### config.mk
export PLATFORM = sky130hd
export DESIGN_NAME = ahb_dot_product_acc
export DESIGN_NICKNAME = d
export VERILOG_FILES = /design/src/rtl/ahb_dot_product_acc.sv
export SDC_FILE = /design/constraint.sdc
export NUM_CORES = 1
export LEC_CHECK = 0
export BUFFER_PORTS_ARGS = -buffer_cell sky130_fd_sc_hd__buf_2
export CAP_MARGIN = 10
export CORE_MARGIN = 3
export CORE_UTILIZATION = 55
export DETAILED_ROUTE_END_ITERATION = 8
export PLACE_DENSITY = 0.72
export SLEW_MARGIN = 30
export SYNTH_ARGS = -nofsm -noshare
export SYNTH_HDL_FRONTEND = slang
export SYNTH_SLANG_ARGS = --single-unit
### constraint.sdc
create_clock -name HCLK -period 14.89 [get_ports HCLK]
set_input_delay 2.978 -clock HCLK [delete_from_list [all_inputs] [get_ports HCLK]]
set_output_delay 2.978 -clock HCLK [all_outputs]
set_load 0.03 [all_outputs]
### src/rtl/ahb_dot_product_acc.sv
// ahb_dot_product_acc: AHB-Lite slave computing a running signed dot product.
// Core writes 16x16 sample pairs to DATA_IN. A small FIFO decouples bus
// writes from an iterative MUL/ACC datapath. The accumulator and MAC count
// are readable over the bus.
// Optional feature macro: DOT_ACC_SATURATE_EN.
//   Defined:   the accumulator saturates and STATUS[3] is a sticky SAT flag.
//   Undefined: the accumulator wraps and STATUS[3] reads 0.
module ahb_dot_product_acc #(
  parameter int unsigned FIFO_DEPTH = 4,
  parameter int unsigned MUL_CYCLES = 2,
  parameter int unsigned ACC_WIDTH  = 48
) (
  input  logic        HCLK,
  input  logic        HRESETn,
  input  logic        HSEL,
  input  logic [31:0] HADDR,
  input  logic        HWRITE,
  input  logic [2:0]  HSIZE,
  input  logic [31:0] HWDATA,
  input  logic        HREADY,
  output logic [31:0] HRDATA,
  output logic        HREADYOUT,
  output logic        HRESP
);

  localparam int unsigned PTR_W = (FIFO_DEPTH > 1) ? $clog2(FIFO_DEPTH) : 1;
  localparam int unsigned LVL_W = PTR_W + 1;
  localparam int unsigned CNT_W = 4;

  // Word offsets (HADDR[7:2])
  localparam logic [5:0] A_CTRL   = 6'h00;
  localparam logic [5:0] A_STATUS = 6'h01;
  localparam logic [5:0] A_DATA   = 6'h02;
  localparam logic [5:0] A_ACC_LO = 6'h03;
  localparam logic [5:0] A_ACC_HI = 6'h04;
  localparam logic [5:0] A_COUNT  = 6'h05;

  typedef enum logic [1:0] {
    S_IDLE = 2'd0,
    S_MUL  = 2'd1,
    S_ACC  = 2'd2
  } state_t;

  // Address-phase capture
  logic                        r_dp_valid;
  logic                        r_dp_write;
  logic [5:0]                  r_dp_addr;

  // FIFO
  logic signed [15:0]          r_fifo_a [FIFO_DEPTH];
  logic signed [15:0]          r_fifo_b [FIFO_DEPTH];
  logic [PTR_W-1:0]            r_wr_ptr;
  logic [PTR_W-1:0]            r_rd_ptr;
  logic [LVL_W-1:0]            r_level;

  // FSM and datapath
  state_t                      r_state;
  state_t                      w_state_nxt;
  logic [CNT_W-1:0]            r_cnt;
  logic signed [15:0]          r_op_a;
  logic signed [15:0]          r_op_b;
  logic signed [31:0]          r_prod;
  logic signed [ACC_WIDTH-1:0] r_acc;
  logic [31:0]                 r_count;

  logic                        w_full;
  logic                        w_empty;
  logic                        w_busy;
  logic                        w_dp_data_wr;
  logic                        w_push;
  logic                        w_clear;
  logic                        w_pop;
  logic                        w_prod_en;
  logic                        w_acc_en;
  logic                        w_sat;
  logic signed [31:0]          w_mul;
  logic signed [ACC_WIDTH-1:0] w_prod_ext;
  logic signed [ACC_WIDTH-1:0] w_acc_nxt;
  logic signed [63:0]          w_acc_sx;
  logic                        w_unused;

  // Only HADDR[7:2] is decoded and HSIZE is ignored
  assign w_unused = ^{HSIZE, HADDR[31:8], HADDR[1:0]};

  // Register the address phase; held while the bus is stalled
  always_ff @(posedge HCLK or negedge HRESETn) begin
    if (!HRESETn) begin
      r_dp_valid <= 1'b0;
      r_dp_write <= 1'b0;
      r_dp_addr  <= '0;
    end else if (HREADY) begin
      r_dp_valid <= HSEL;
      r_dp_write <= HWRITE;
      r_dp_addr  <= HADDR[7:2];
    end
  end

  assign w_full       = (r_level == LVL_W'(FIFO_DEPTH));
  assign w_empty      = (r_level == '0);
  assign w_busy       = !w_empty || (r_state != S_IDLE);
  assign w_dp_data_wr = r_dp_valid && r_dp_write && (r_dp_addr == A_DATA);
  assign w_push       = w_dp_data_wr && !w_full;
  assign w_clear      = r_dp_valid && r_dp_write && (r_dp_addr == A_CTRL) && HWDATA[0];

  // Stall a DATA_IN write until a FIFO slot is free
  assign HREADYOUT = !(w_dp_data_wr && w_full);
  assign HRESP     = 1'b0;

  // FIFO storage; contents need no reset since the level gates every read
  always_ff @(posedge HCLK) begin
    if (w_push) begin
      r_fifo_a[r_wr_ptr] <= HWDATA[31:16];
      r_fifo_b[r_wr_ptr] <= HWDATA[15:0];
    end
  end

  // FIFO pointers and level; CLEAR flushes
  always_ff @(posedge HCLK or negedge HRESETn) begin
    if (!HRESETn) begin
      r_wr_ptr <= '0;
      r_rd_ptr <= '0;
      r_level  <= '0;
    end else if (w_clear) begin
      r_wr_ptr <= '0;
      r_rd_ptr <= '0;
      r_level  <= '0;
    end else begin
      if (w_push) r_wr_ptr <= r_wr_ptr + PTR_W'(1);
      if (w_pop)  r_rd_ptr <= r_rd_ptr + PTR_W'(1);
      case ({w_push, w_pop})
        2'b10:   r_level <= r_level + LVL_W'(1);
        2'b01:   r_level <= r_level - LVL_W'(1);
        default: r_level <= r_level;
      endcase
    end
  end

  // FSM state register
  always_ff @(posedge HCLK or negedge HRESETn) begin
    if (!HRESETn) r_state <= S_IDLE;
    else          r_state <= w_state_nxt;
  end

  // FSM next state and datapath strobes; CLEAR aborts everything
  always_comb begin
    w_state_nxt = r_state;
    w_pop       = 1'b0;
    w_prod_en   = 1'b0;
    w_acc_en    = 1'b0;
    case (r_state)
      S_IDLE: begin
        if (!w_empty) begin
          w_pop       = 1'b1;
          w_state_nxt = S_MUL;
        end
      end
      S_MUL: begin
        if (r_cnt == '0) begin
          w_prod_en   = 1'b1;
          w_state_nxt = S_ACC;
        end
      end
      S_ACC: begin
        w_acc_en = 1'b1;
        if (!w_empty) begin
          w_pop       = 1'b1;
          w_state_nxt = S_MUL;
        end else begin
          w_state_nxt = S_IDLE;
        end
      end
      default: w_state_nxt = S_IDLE;
    endcase
    if (w_clear) begin
      w_state_nxt = S_IDLE;
      w_pop       = 1'b0;
      w_prod_en   = 1'b0;
      w_acc_en    = 1'b0;
    end
  end

  // Operand load on pop, MUL cycle counter and product register
  always_ff @(posedge HCLK or negedge HRESETn) begin
    if (!HRESETn) begin
      r_op_a <= '0;
      r_op_b <= '0;
      r_cnt  <= '0;
      r_prod <= '0;
    end else begin
      if (w_pop) begin
        r_op_a <= r_fifo_a[r_rd_ptr];
        r_op_b <= r_fifo_b[r_rd_ptr];
        r_cnt  <= CNT_W'(MUL_CYCLES - 1);
      end else if (r_state == S_MUL && r_cnt != '0) begin
        r_cnt <= r_cnt - CNT_W'(1);
      end
      if (w_prod_en) r_prod <= w_mul;
    end
  end

  assign w_mul      = 32'(r_op_a) * 32'(r_op_b);
  assign w_prod_ext = ACC_WIDTH'(r_prod);

`ifdef DOT_ACC_SATURATE_EN
  localparam logic signed [ACC_WIDTH-1:0] ACC_MAX = {1'b0, {(ACC_WIDTH-1){1'b1}}};
  localparam logic signed [ACC_WIDTH-1:0] ACC_MIN = {1'b1, {(ACC_WIDTH-1){1'b0}}};

  logic signed [ACC_WIDTH:0] w_sum_wide;
  logic                      w_ovf;
  logic                      r_sat;

  assign w_sum_wide = (ACC_WIDTH+1)'(r_acc) + (ACC_WIDTH+1)'(w_prod_ext);
  assign w_ovf      = w_sum_wide[ACC_WIDTH] ^ w_sum_wide[ACC_WIDTH-1];

  // Clamp to the true sign of the wide sum on overflow
  always_comb begin
    w_acc_nxt = w_sum_wide[ACC_WIDTH-1:0];
    if (w_ovf) w_acc_nxt = w_sum_wide[ACC_WIDTH] ? ACC_MIN : ACC_MAX;
  end

  // Sticky saturation flag
  always_ff @(posedge HCLK or negedge HRESETn) begin
    if (!HRESETn)                r_sat <= 1'b0;
    else if (w_clear)            r_sat <= 1'b0;
    else if (w_acc_en && w_ovf)  r_sat <= 1'b1;
  end

  assign w_sat = r_sat;
`else
  assign w_acc_nxt = r_acc + w_prod_ext;
  assign w_sat     = 1'b0;
`endif

  // Accumulator and completed-MAC count
  always_ff @(posedge HCLK or negedge HRESETn) begin
    if (!HRESETn) begin
      r_acc   <= '0;
      r_count <= '0;
    end else if (w_clear) begin
      r_acc   <= '0;
      r_count <= '0;
    end else if (w_acc_en) begin
      r_acc   <= w_acc_nxt;
      r_count <= r_count + 32'd1;
    end
  end

  assign w_acc_sx = 64'(r_acc);

  // Zero-wait read mux from register state at the start of the data phase
  always_comb begin
    HRDATA = '0;
    if (r_dp_valid && !r_dp_write) begin
      case (r_dp_addr)
        A_STATUS: HRDATA = {19'd0, 5'(r_level), 4'd0, w_sat, w_empty, w_full, w_busy};
        A_ACC_LO: HRDATA = w_acc_sx[31:0];
        A_ACC_HI: HRDATA = w_acc_sx[63:32];
        A_COUNT:  HRDATA = r_count;
        default:  HRDATA = '0;
      endcase
    end
  end

endmodule
==> metrics.md, run 1 <==
| Metric | Value |
|---|---|
| Final Hold Viols | `0` |
| CP Class | `reg2reg` |
| CTS tree | `built` |
| Sequential fraction of the synthesis area | `32.37%` |
| Simple-Gate Fraction of Synth Area | `14.91%` |
| Max frequency | `between 100 and 150 MHz` |
| Vias in the first global route | `18640` |
| Gr usage total | `about a quarter` |
| Multi-input gate area | `between 0.01 and 0.015 mm^2` |
| Drt drc | `0` |
| Nets | `between 2000 and 3000` |
| Clock Latency Late Sink | `about 0.59 ns` |
| Post_cts resized | `0` |
| Asr flop ratio synth | `between 50% and 60%` |
| Clk root buf | `clkbuf_16` |
| Crit share post-route | `49.61%` |
| Routed WL per cell | `18.50 um` |
| Mapped Nets | `a little under 3000` |
| Worst slew pin tran | `a little under 1 ns` |
| Ys flop type | `dfrtp_1` |
| Largest net degree at the start of global routing | `71` |
| Min-Delay Path Class | `reg2reg` |
| DRT Wirelength | `57.08 mm` |
| Status | `finished, final reports clean` |
| Critical path fanouts, max | `17` |
| Synthesis warning total | `0` |
| Detailed Routing Iterations Pass 1 | `5` |
| Num rows | `76` |
| RSZ-0062 raised after global routing | `false` |
| Largest family of logic cells by synthesized area | `adder cells` |
| RR Startpoint | `r_op_b[1]$_DFFE_PN0P_` |
| H-Tree Depth | `1` |
| Synthesized area per cell | `~10 um^2` |
| # Post-CTS Setup Buffers | `0` |
| Startpoint of the worst hold path | `r_prod[3]$_DFFE_PN0P_` |
| Initial antenna violation count | `1` |
| Vias | `about 18000` |
| GR Overflow Total | `0` |
| Clock Skew | `0.01418 ns` |
| #FFs+latches synth | `293` |
| Hpwl dp | `42.43 mm` |
| Commonest non-fill, non-tap cell in the layout | `nand2_1` |
| Antenna Violating Nets Remaining | `0` |
| Starting density of the core | `between 50% and 60%` |
| Worst slew margin | `roughly a third` |
| Die width | `217.6 um` |
| CTS Buf Count | `31` |
| Ports | `between 100 and 150` |
| Final setup violation count | `0` |
| Clock tree buffer depth | `3` |
| Setup WS pre-CTS | `about 7.7 ns` |
| Layout cells sized above 1 | `around 8.7%` |
| Die Area | `~0.047 mm^2` |
| Setup crit end kind | `flip-flop` |
| Adder-cell share of the synthesized area | `between 20% and 30%` |
| IO Port Bufs | `75` |
| Clock Sinks | `293` |
| Die height | `between 200 and 250 um` |
| Commonest cells after routing, fill and taps aside | `nand2_1 (375), inv_1 (335), fa_1 (264)` |
| Core Area | `0.04365 mm^2` |
| Final setup margin | `about 7.5 ns` |
| Syn Inst Count | `about 2500` |
| Clock transition at the registers of the reported paths | `about 0.06 ns` |
| Area Overhead vs Synth | `7.637%` |
| Crit path arrival time | `slightly below 8 ns` |
| Compound-Gate Fraction of Synth Area | `a little under a tenth` |
| CTS Hold Bufs | `0` |
| Startpoint Class | `flip-flop` |
| Slew Limit Fails | `0` |
| First-pass GRT wire length | `between 90 and 100 mm` |
| Worst EP required | `15.34 ns` |
| Register area | `0.007975 mm^2` |
| Distinct cells, synth | `70` |
| Max cap viols | `0` |
| Post-layout min period | `7.387 ns` |
| Routability congestion estimate | `0.9107` |
| Vias per cell | `5.695` |
| CP Launch Point | `r_op_b[1]$_DFFE_PN0P_` |
| Post-synthesis mux area share | `between 4 and 5%` |
| First-iteration detailed-routing DRC count | `1229` |
| Syn Std Cell Area | `0.02463 mm^2` |
| Number of flops mapped to enable cells by yosys | `about 130` |
| Fill count | `3640` |
| Synth Area in XOR/XNOR | `roughly 3.7%` |
| Setup TNS | `0 ns` |
metrics by stage:
step                area [um^2]  std cells  utilization, %  hold WS, ns
floorplan                 24630       2460               -       0.4453
global placement          25450       3026           58.31       0.4706
detailed placement        25450       3026           58.31       0.4802
CTS                       26500       3084           60.72       0.4944
global route              26510       3085           60.73       0.5136
finish                    26510       3085           60.73       0.4908
critical path: stages, from the launching register on:
cell      delay (ns)
dfrtp_1         0.82
nand2_1         0.21
inv_1           0.17
fa_1            0.57
fa_1            0.85
inv_1           0.15
fa_1            0.50
inv_1           0.05
fa_1            0.48
fa_1            0.50
inv_1           0.05
fa_1            0.47
inv_1           0.04
ha_1            0.33
nand2_1         0.13
nor3_1          0.11
and3_1          0.21
a32o_1          0.20
a211oi_1        0.58
o31ai_1         0.23
a21o_1          0.21
a21oi_1         0.16
xnor2_1         0.13
o21ai_0         0.08
cells in the mapped netlist (8+ instances only):
cell type | count | area share [%]
inv_1 | 335 | 5.1
clkbuf_1 | 92 | 1.4
edfxtp_1 | 128 | 16
dfrtp_1 | 165 | 17
ha_1 | 135 | 6.9
a22oi_1 | 16 | 0.49
a21o_1 | 47 | 1.4
a21oi_1 | 114 | 2.3
o21ai_0 | 64 | 1.3
nand3_1 | 30 | 0.61
nand4_1 | 23 | 0.58
a31oi_1 | 8 | 0.20
xnor2_1 | 53 | 1.9
a211oi_1 | 10 | 0.30
o21a_1 | 14 | 0.43
buf_1 | 11 | 0.17
mux2_2 | 28 | 1.3
and2_1 | 137 | 3.5
and3_1 | 18 | 0.46
mux4_2 | 32 | 2.9
fa_1 | 264 | 21
nor3_1 | 26 | 0.53
a221oi_1 | 21 | 0.75
nor2_1 | 133 | 2.0
or3_1 | 8 | 0.20
nand2_1 | 375 | 5.7
o21bai_1 | 11 | 0.34
xor2_1 | 52 | 1.8
nand2b_1 | 11 | 0.28
o31ai_1 | 12 | 0.37
state kept, by name (all words and copies together) (netlist names), 2 cells and up:
signal,count
r_level,3
r_op_b,16
r_op_a,16
r_prod,32
r_rd_ptr,2
r_state,2
r_dp_addr,6
r_cnt,4
r_acc,48
r_fifo_b,64
r_wr_ptr,2
r_count,32
r_fifo_a,64
per-layer routing:
metal	global-route usage (%)	share of wire [%]	vias to the layer above
met5	0	0	-
met4	7.088	2.6	0
met3	2.815	5.4	100
met2	41.57	48	474
met1	35.15	44	8896
li1	-	-	8099
kinds of logic (layout without fill, tap and decap cells):
logic type | after synthesis | in the layout
and+or+nand+nor | 794 | 794
adders and majority gates | 399 | 399
muxes | 66 | 66
buffers and inverters | 447 | 486
AOI/OAI and AO/OA | 355 | 355
other | 1 | 2
xor gates and xnor gates | 105 | 105
DFF | 293 | 293
worst paths after layout:
path / endpoint / slack [ns] / depth (start not counted)
setup / recovery: r_prod[31]$_DFFE_PN0P_ / 7.50 / 23
hold / removal: r_prod[3]$_DFFE_PN0P_ / 0.49 / 2
setup reg to reg: r_prod[31]$_DFFE_PN0P_ / 7.50 / 23
hold reg to reg: r_prod[3]$_DFFE_PN0P_ / 0.49 / 2
max in group asynchronous: r_rd_ptr[1]$_DFFE_PN0P_ / 10.79 / 3
min in group asynchronous: r_acc[14]$_DFFE_PN0P_ / 2.32 / 1
layout make-up:
cell class | instances | area share [%]
multi-input cells | 1720 | 56.48
flip-flops and latches | 293 | 30.09
inverters | 336 | 4.758
clock buffers | 42 | 3.233
well taps | 585 | 2.761
repair buffers | 92 | 1.935
clock inverters | 16 | 0.7316
diodes | 1 | 0.009441
Power of run 1 is left out: the tool's default activity adds up to more than one toggle a clock period on the data nets, which glitch-free logic cannot reach.
==> run 2, diff against run 1 <==
Settings changed: PLACE_DENSITY 0.72 to 0.75.
Clock period 14.89 ns to 6 ns, I/O delays scaled along.
==> run 2 against run 1 <==
  * The run now ends with negative setup slack left
  * Critical path depth decreased by 2
  * Sequential share of layout area shrank 1.8 points
  * First-iteration DRC count down 4.6%
  * Worst hold slack better by 0.0045 ns
  * Clock skew increased by 0.015 ns
  * Die area unchanged
  * Global-route usage increased by 0.37 points
  * Fmax up 20%
  * Flip-flop and latch count is the same
  * Count of clock-buffer cells in the layout shrank 3
  * Critical path type unchanged
  * Utilization is 4.1 points higher
  * Routed wire length is 3.8% higher
==> metrics.md, run 2 (synthesis gave the netlist of run 1 again) <==
| Metric | Value |
|---|---|
| Status | `finished with violations` |
| Failing checks | `negative setup slack` |
| Layout cells sized above 1 | `18.19%` |
| Startpoint of the worst hold path | `r_prod[4]$_DFFE_PN0P_` |
| Clk root buf | `clkbuf_16` |
| Clock Skew | `around 0.03 ns` |
| Worst slew pin tran | `about 0.86 ns` |
| Clock Sinks | `293` |
| Worst EP required | `6.45 ns` |
| Detailed Routing Iterations Pass 1 | `5` |
| Core Area | `between 0.04 and 0.05 mm^2` |
| Num rows | `76` |
| Hold Path Cell Cnt | `2` |
| IO Port Bufs | `75` |
| Hpwl dp | `between 40 and 50 mm` |
| DRT Wirelength | `around 59 mm` |
| Largest net degree at the start of global routing | `100` |
| Top Registers | `r_fifo_a: 64 flops, r_fifo_b: 64 flops, r_acc: 48 flops` |
| FF-to-FF setup slack | `-0.14 ns` |
| Slew Limit Fails | `0` |
| Crit path arrival time | `about 6.6 ns` |
| Cell Area, Placed | `roughly 0.026 mm^2` |
| CTS Buf Count | `30` |
| Nets | `between 3000 and 4000` |
| Worst R2R End | `r_prod[29]$_DFFE_PN0P_` |
| Worst Hold Endpoint | `r_prod[4]$_DFFE_PN0P_` |
| R2R depth | `21` |
| Vias in the first global route | `just under 20000` |
| Diode count | `0` |
| Drt drc | `0` |
| Max cap viols | `0` |
| RSZ-0062 raised after global routing | `true` |
| Initial antenna violation count | `0` |
| Clock tree buffer depth | `3` |
| Vias per cell | `approximately 5.7` |
| Vias | `18430` |
| First-pass GRT wire length | `approximately 97 mm` |
| Starting density of the core | `~56%` |
| First-iteration detailed-routing DRC count | `approximately 1200` |
| Area Overhead vs Synth | `14.94%` |
| Fill count | `3246` |
| CP Class | `reg2reg` |
| Multi-input gate area | `0.01538 mm^2` |
| Routed WL per cell | `between 15 and 20 um` |
| Die height | `about 220 um` |
| Die Area | `~0.047 mm^2` |
| Post-layout min period | `6.136 ns` |
| Commonest non-fill, non-tap cell in the layout | `nand2_1` |
| Commonest cells after routing, fill and taps aside | `nand2_1 (369), inv_1 (325), fa_1 (251)` |
| Final setup violation count | `5` |
| Final Cell Area | `approximately 0.028 mm^2` |
| Worst slew margin | `a little over two fifths` |
| Setup crit end kind | `flip-flop` |
| Final setup margin | `-0.1357 ns` |
| Register area | `~0.008 mm^2` |
| Min-Delay Path Class | `reg2reg` |
| RR Startpoint | `r_op_b[1]$_DFFE_PN0P_` |
| Clock Latency Late Sink | `0.58 ns` |
| CTS tree | `built` |
| Die width | `217.6 um` |
| GR Overflow Total | `0` |
| Critical path fanouts, max | `5` |
| Clock transition at the registers of the reported paths | `0.06 ns` |
| Startpoint Class | `flip-flop` |
| Gr usage total | `~25%` |
| Routability congestion estimate | `roughly 0.94` |
| H-Tree Depth | `1` |
| Max frequency | `around 160 MHz` |
| Crit share post-route | `102.3%` |
| Final Hold Viols | `0` |
| Antenna Violating Nets Remaining | `0` |
| Ports | `between 100 and 150` |
==> run 2: changes by cell type in the layout (fill, tap and decap cells not counted), moves of 11 or more <==
cell and delta:
ha_1 -13, buf_4 +134, ha_4 +11, a21oi_1 -14, fa_1 -13, fa_2 +13, dfrtp_2 +18, dfrtp_1 -18
buf_12 +16, a21oi_2 +12
==> run 2: stage by stage <==
| stage | setup WS (ns) | setup TNS, ns | hold WS [ns] | utilization, % | std cells |
|---|---|---|---|---|---|
| 2_1_floorplan | 0.02079 | 0 | 0.4453 | - | 2460 |
| 3_3_place_gp | -0.2924 | -1.761 | 0.4682 | 60.70 | 3148 |
| 5_1_grt | -0.3220 | -2.486 | 0.5197 | 64.85 | 3241 |
| 6_report | -0.1357 | -0.3873 | 0.4953 | 64.85 | 3241 |
| 3_5_place_dp | -0.4053 | -2.749 | 0.4780 | 60.70 | 3148 |
| 4_1_cts | -0.06485 | -0.1545 | 0.4970 | 63.69 | 3217 |
==> run 2: layer usage <==
| metal | track usage, % | routed length (um) | share of wire (%) |
|---|---|---|---|
| met1 | 34.83 | 24860 | 42 |
| met2 | 42.53 | 28970 | 49 |
| met3 | 3.581 | 3810 | 6.4 |
| met4 | 7.349 | 1602 | 2.7 |
| met5 | 0 | 0 | 0 |
==> run 2: cell type report <==
type	instances	share of cell area [%]
Clock buffer	39	2.878
Clock inverter	14	0.4332
Inverter	336	4.469
Multi-Input combinational cell	1720	54.35
Sequential cell	293	28.25
Tap cell	585	2.586
Timing Repair Buffer	254	7.033
==> run 2: worst max-delay path by stage <==
stage,start,to,cells past startpoint
5_1_grt,r_op_a[15]$_DFFE_PN0P_,r_prod[31]$_DFFE_PN0P_,22
6_report,r_op_b[1]$_DFFE_PN0P_,r_prod[29]$_DFFE_PN0P_,21
3_5_place_dp,r_op_b[5]$_DFFE_PN0P_,r_prod[31]$_DFFE_PN0P_,22
3_3_place_gp,r_op_b[4]$_DFFE_PN0P_,r_prod[29]$_DFFE_PN0P_,22
4_1_cts,r_op_b[5]$_DFFE_PN0P_,r_prod[23]$_DFFE_PN0P_,24
2_1_floorplan,r_op_a[15]$_DFFE_PN0P_,r_prod[31]$_DFFE_PN0P_,23
==> run 2: timing repair <==
item / 4_1_cts / 5_1_grt
endpoints found under the setup margin: 13 / 16
gates cloned: 0 / 1
hold buffers: 0 / 0
resized for setup: 70 / 61
buffers inserted: 16 / 23
pin swaps: 22 / 69
==> run 2: critical path, stage by stage, from the launching register on <==
cell and delay [ns]:
dfrtp_2 0.51, nand2_2 0.12, inv_2 0.06, fa_2 0.69
fa_2 0.49, fa_1 0.54, fa_1 0.46, fa_1 0.53
inv_1 0.05, fa_1 0.48, inv_1 0.04, ha_2 0.18
nor3_2 0.22, o211a_1 0.20, o31ai_2 0.08, or3_4 0.35
a211oi_2 0.22, buf_4 0.18, o31ai_4 0.08, buf_4 0.15
xor2_1 0.13, mux2_2 0.26
Power of run 2 is left out for the same reason.
==> run 3, diff against run 2 <==
Settings changed: CTS_BUF_LIST from default to sky130_fd_sc_hd__clkbuf_8.
==> run 3 against run 2 <==
  * The run still ends with negative setup slack left
  * Die area unchanged
  * Global-route usage up 0.80 points
  * Setup slack worse by 0.11 ns
  * Routed wire length up 2.6%
  * Sequential share of layout area down 0.25 points
  * Worst hold slack worse by 0.0018 ns
  * Highest routed layer unchanged
  * Flip-flop and latch count unchanged
==> metrics.md, run 3 (synthesis gave the netlist of run 1 again) <==
| Metric | Value |
|---|---|
| Status | `finished with violations` |
| Failing checks | `negative setup slack` |
| Worst EP required | `approximately 6.5 ns` |
| Critical path fanouts, max | `7` |
| Commonest non-fill, non-tap cell in the layout | `nand2_1` |
| Crit share post-route | `104.1%` |
| Placed Cells | `3148` |
| DRT Wirelength | `between 60 and 70 mm` |
| Clock Sinks | `between 200 and 300` |
| Global Route met1 Usage | `a little over a third` |
| GR Layer Usage met3 | `about 4.4%` |
| Ports | `roughly 110` |
| Clock Skew | `roughly 0.036 ns` |
| Core Area | `about 0.044 mm^2` |
| Area Overhead vs Synth | `16.03%` |
| Starting density of the core | `56.42%` |
| Vias | `around 19000` |
| Setup TNS | `-0.6428 ns` |
| Routability congestion estimate | `about 0.94` |
| Fin cells | `3287` |
| Gr usage total | `a little over a quarter` |
| CP Class | `reg2reg` |
| Largest net degree at the start of global routing | `100` |
| CTS Buf Count | `47` |
| Final Hold Viols | `0` |
| Post-layout min period | `between 6 and 7 ns` |
| Grt met2 use | `43.24%` |
| First-iteration detailed-routing DRC count | `1164` |
| Min-Delay Path Class | `reg2reg` |
| Die width | `~220 um` |
| H-Tree Depth | `2` |
| IO Port Bufs | `75` |
| Hpwl dp | `between 40 and 50 mm` |
| First-pass GRT wire length | `99.54 mm` |
| Top Registers | `r_fifo_a: 64 flops, r_fifo_b: 64 flops, r_acc: 48 flops` |
| Num rows | `76` |
| Clk root buf | `clkbuf_8` |
| Slew Limit Fails | `0` |
| Vias in the first global route | `19720` |
| Clock tree buffer depth | `3` |
| Clock Latency Late Sink | `around 0.64 ns` |
| GR Overflow Total | `0` |
| Worst slew pin tran | `0.8780 ns` |
| Final Util | `between 60% and 70%` |
| Layout cells sized above 1 | `approximately 20%` |
| Worst slew margin | `about two fifths` |
| Busiest grt layer | `met2` |
| Setup crit end kind | `flip-flop` |
| Nets | `3133` |
| Antenna Violating Nets Remaining | `0` |
| CTS tree | `built` |
| Startpoint Class | `flip-flop` |
| Detailed Routing Iterations Pass 1 | `5` |
| Die Area | `about 0.047 mm^2` |
| RSZ-0062 raised after global routing | `true` |
| Crit path arrival time | `slightly below 7 ns` |
| Clock transition at the registers of the reported paths | `roughly 0.07 ns` |
| Max cap viols | `0` |
| Initial antenna violation count | `1` |
| Commonest cells after routing, fill and taps aside | `nand2_1 (369), inv_1 (332), fa_1 (247)` |
| Setup WS pre-CTS | `-0.4053 ns` |
| CTS Hold Bufs | `0` |
| Max frequency | `around 160 MHz` |
| Routed WL per cell | `approximately 18 um` |
| Die height | `approximately 220 um` |
| Drt drc | `0` |
| Final setup violation count | `5` |
| Final setup margin | `-0.2478 ns` |
| Vias per cell | `~5.7` |
run 3: cell types whose count changed in the layout (fill, tap and decap cells not counted), moves of 5 or more:
cell	delta
clkbuf_8	+54
clkbuf_16	-31
buf_6	+7
inv_1	+7
clkbuf_1	-6
inv_2	+6
clkinvlp_4	-5
run 3: worst paths after layout:
check / start / end / slack [ns] / cells past startpoint
setup / recovery: r_op_b[6]$_DFFE_PN0P_ / r_prod[31]$_DFFE_PN0P_ / -0.25 / 25
hold / removal: r_prod[4]$_DFFE_PN0P_ / r_prod[4]$_DFFE_PN0P_ / 0.49 / 2
setup reg to reg: r_op_b[6]$_DFFE_PN0P_ / r_prod[31]$_DFFE_PN0P_ / -0.25 / 25
hold reg to reg: r_prod[4]$_DFFE_PN0P_ / r_prod[4]$_DFFE_PN0P_ / 0.49 / 2
max in group asynchronous: HRESETn / r_op_a[5]$_DFFE_PN0P_ / 4.21 / 2
min in group asynchronous: HRESETn / r_count[16]$_DFFE_PN0P_ / 0.71 / 1
run 3: area by class of cell:
cell class,instances,area [um^2]
multi-input cells,1720,15450
clock inverters,30,275.3
repair buffers,264,2064
well taps,585,732.0
fillers,3191,15070
inverters,336,1265
diodes,2,5.005
flip-flops and latches,293,8001
clock buffers,57,784.5
run 3: stage by stage:
step	hold WS, ns	instance area (um^2)
2_1_floorplan	0.4453	24650
3_3_place_gp	0.4682	26490
3_5_place_dp	0.4780	26490
4_1_cts	0.4973	28190
5_1_grt	0.5199	28570
6_report	0.4935	28570
run 3: what timing repair did:
action                                  in CTS  in global routing
pin swaps                                   73                 63
setup buffers                               29                 22
endpoints found under the setup margin      13                 13
cloned                                       1                  0
resized for setup                          108                 59
run 3: per-layer routing:
layer	vias to the layer above	wire, um
met3	143	3955
met4	0	1896
met2	660	29620
met1	9423	25320
li1	8487	-
met5	-	0
run 3: critical path: stages, from the launching register on:
cell	delay, ns
dfrtp_2	0.41
buf_12	0.14
buf_4	0.12
nand2_1	0.13
fa_1	0.66
inv_2	0.10
fa_2	0.63
inv_2	0.06
fa_1	0.47
inv_1	0.05
fa_1	0.44
fa_1	0.49
inv_1	0.05
fa_1	0.47
inv_1	0.07
ha_4	0.22
nand2_2	0.12
nor3_4	0.06
buf_4	0.14
a32o_1	0.28
a211oi_4	0.35
o31ai_4	0.09
a21o_1	0.20
a21oi_2	0.15
xnor2_1	0.13
o21ai_1	0.08
Power of run 3 is left out for the same reason.
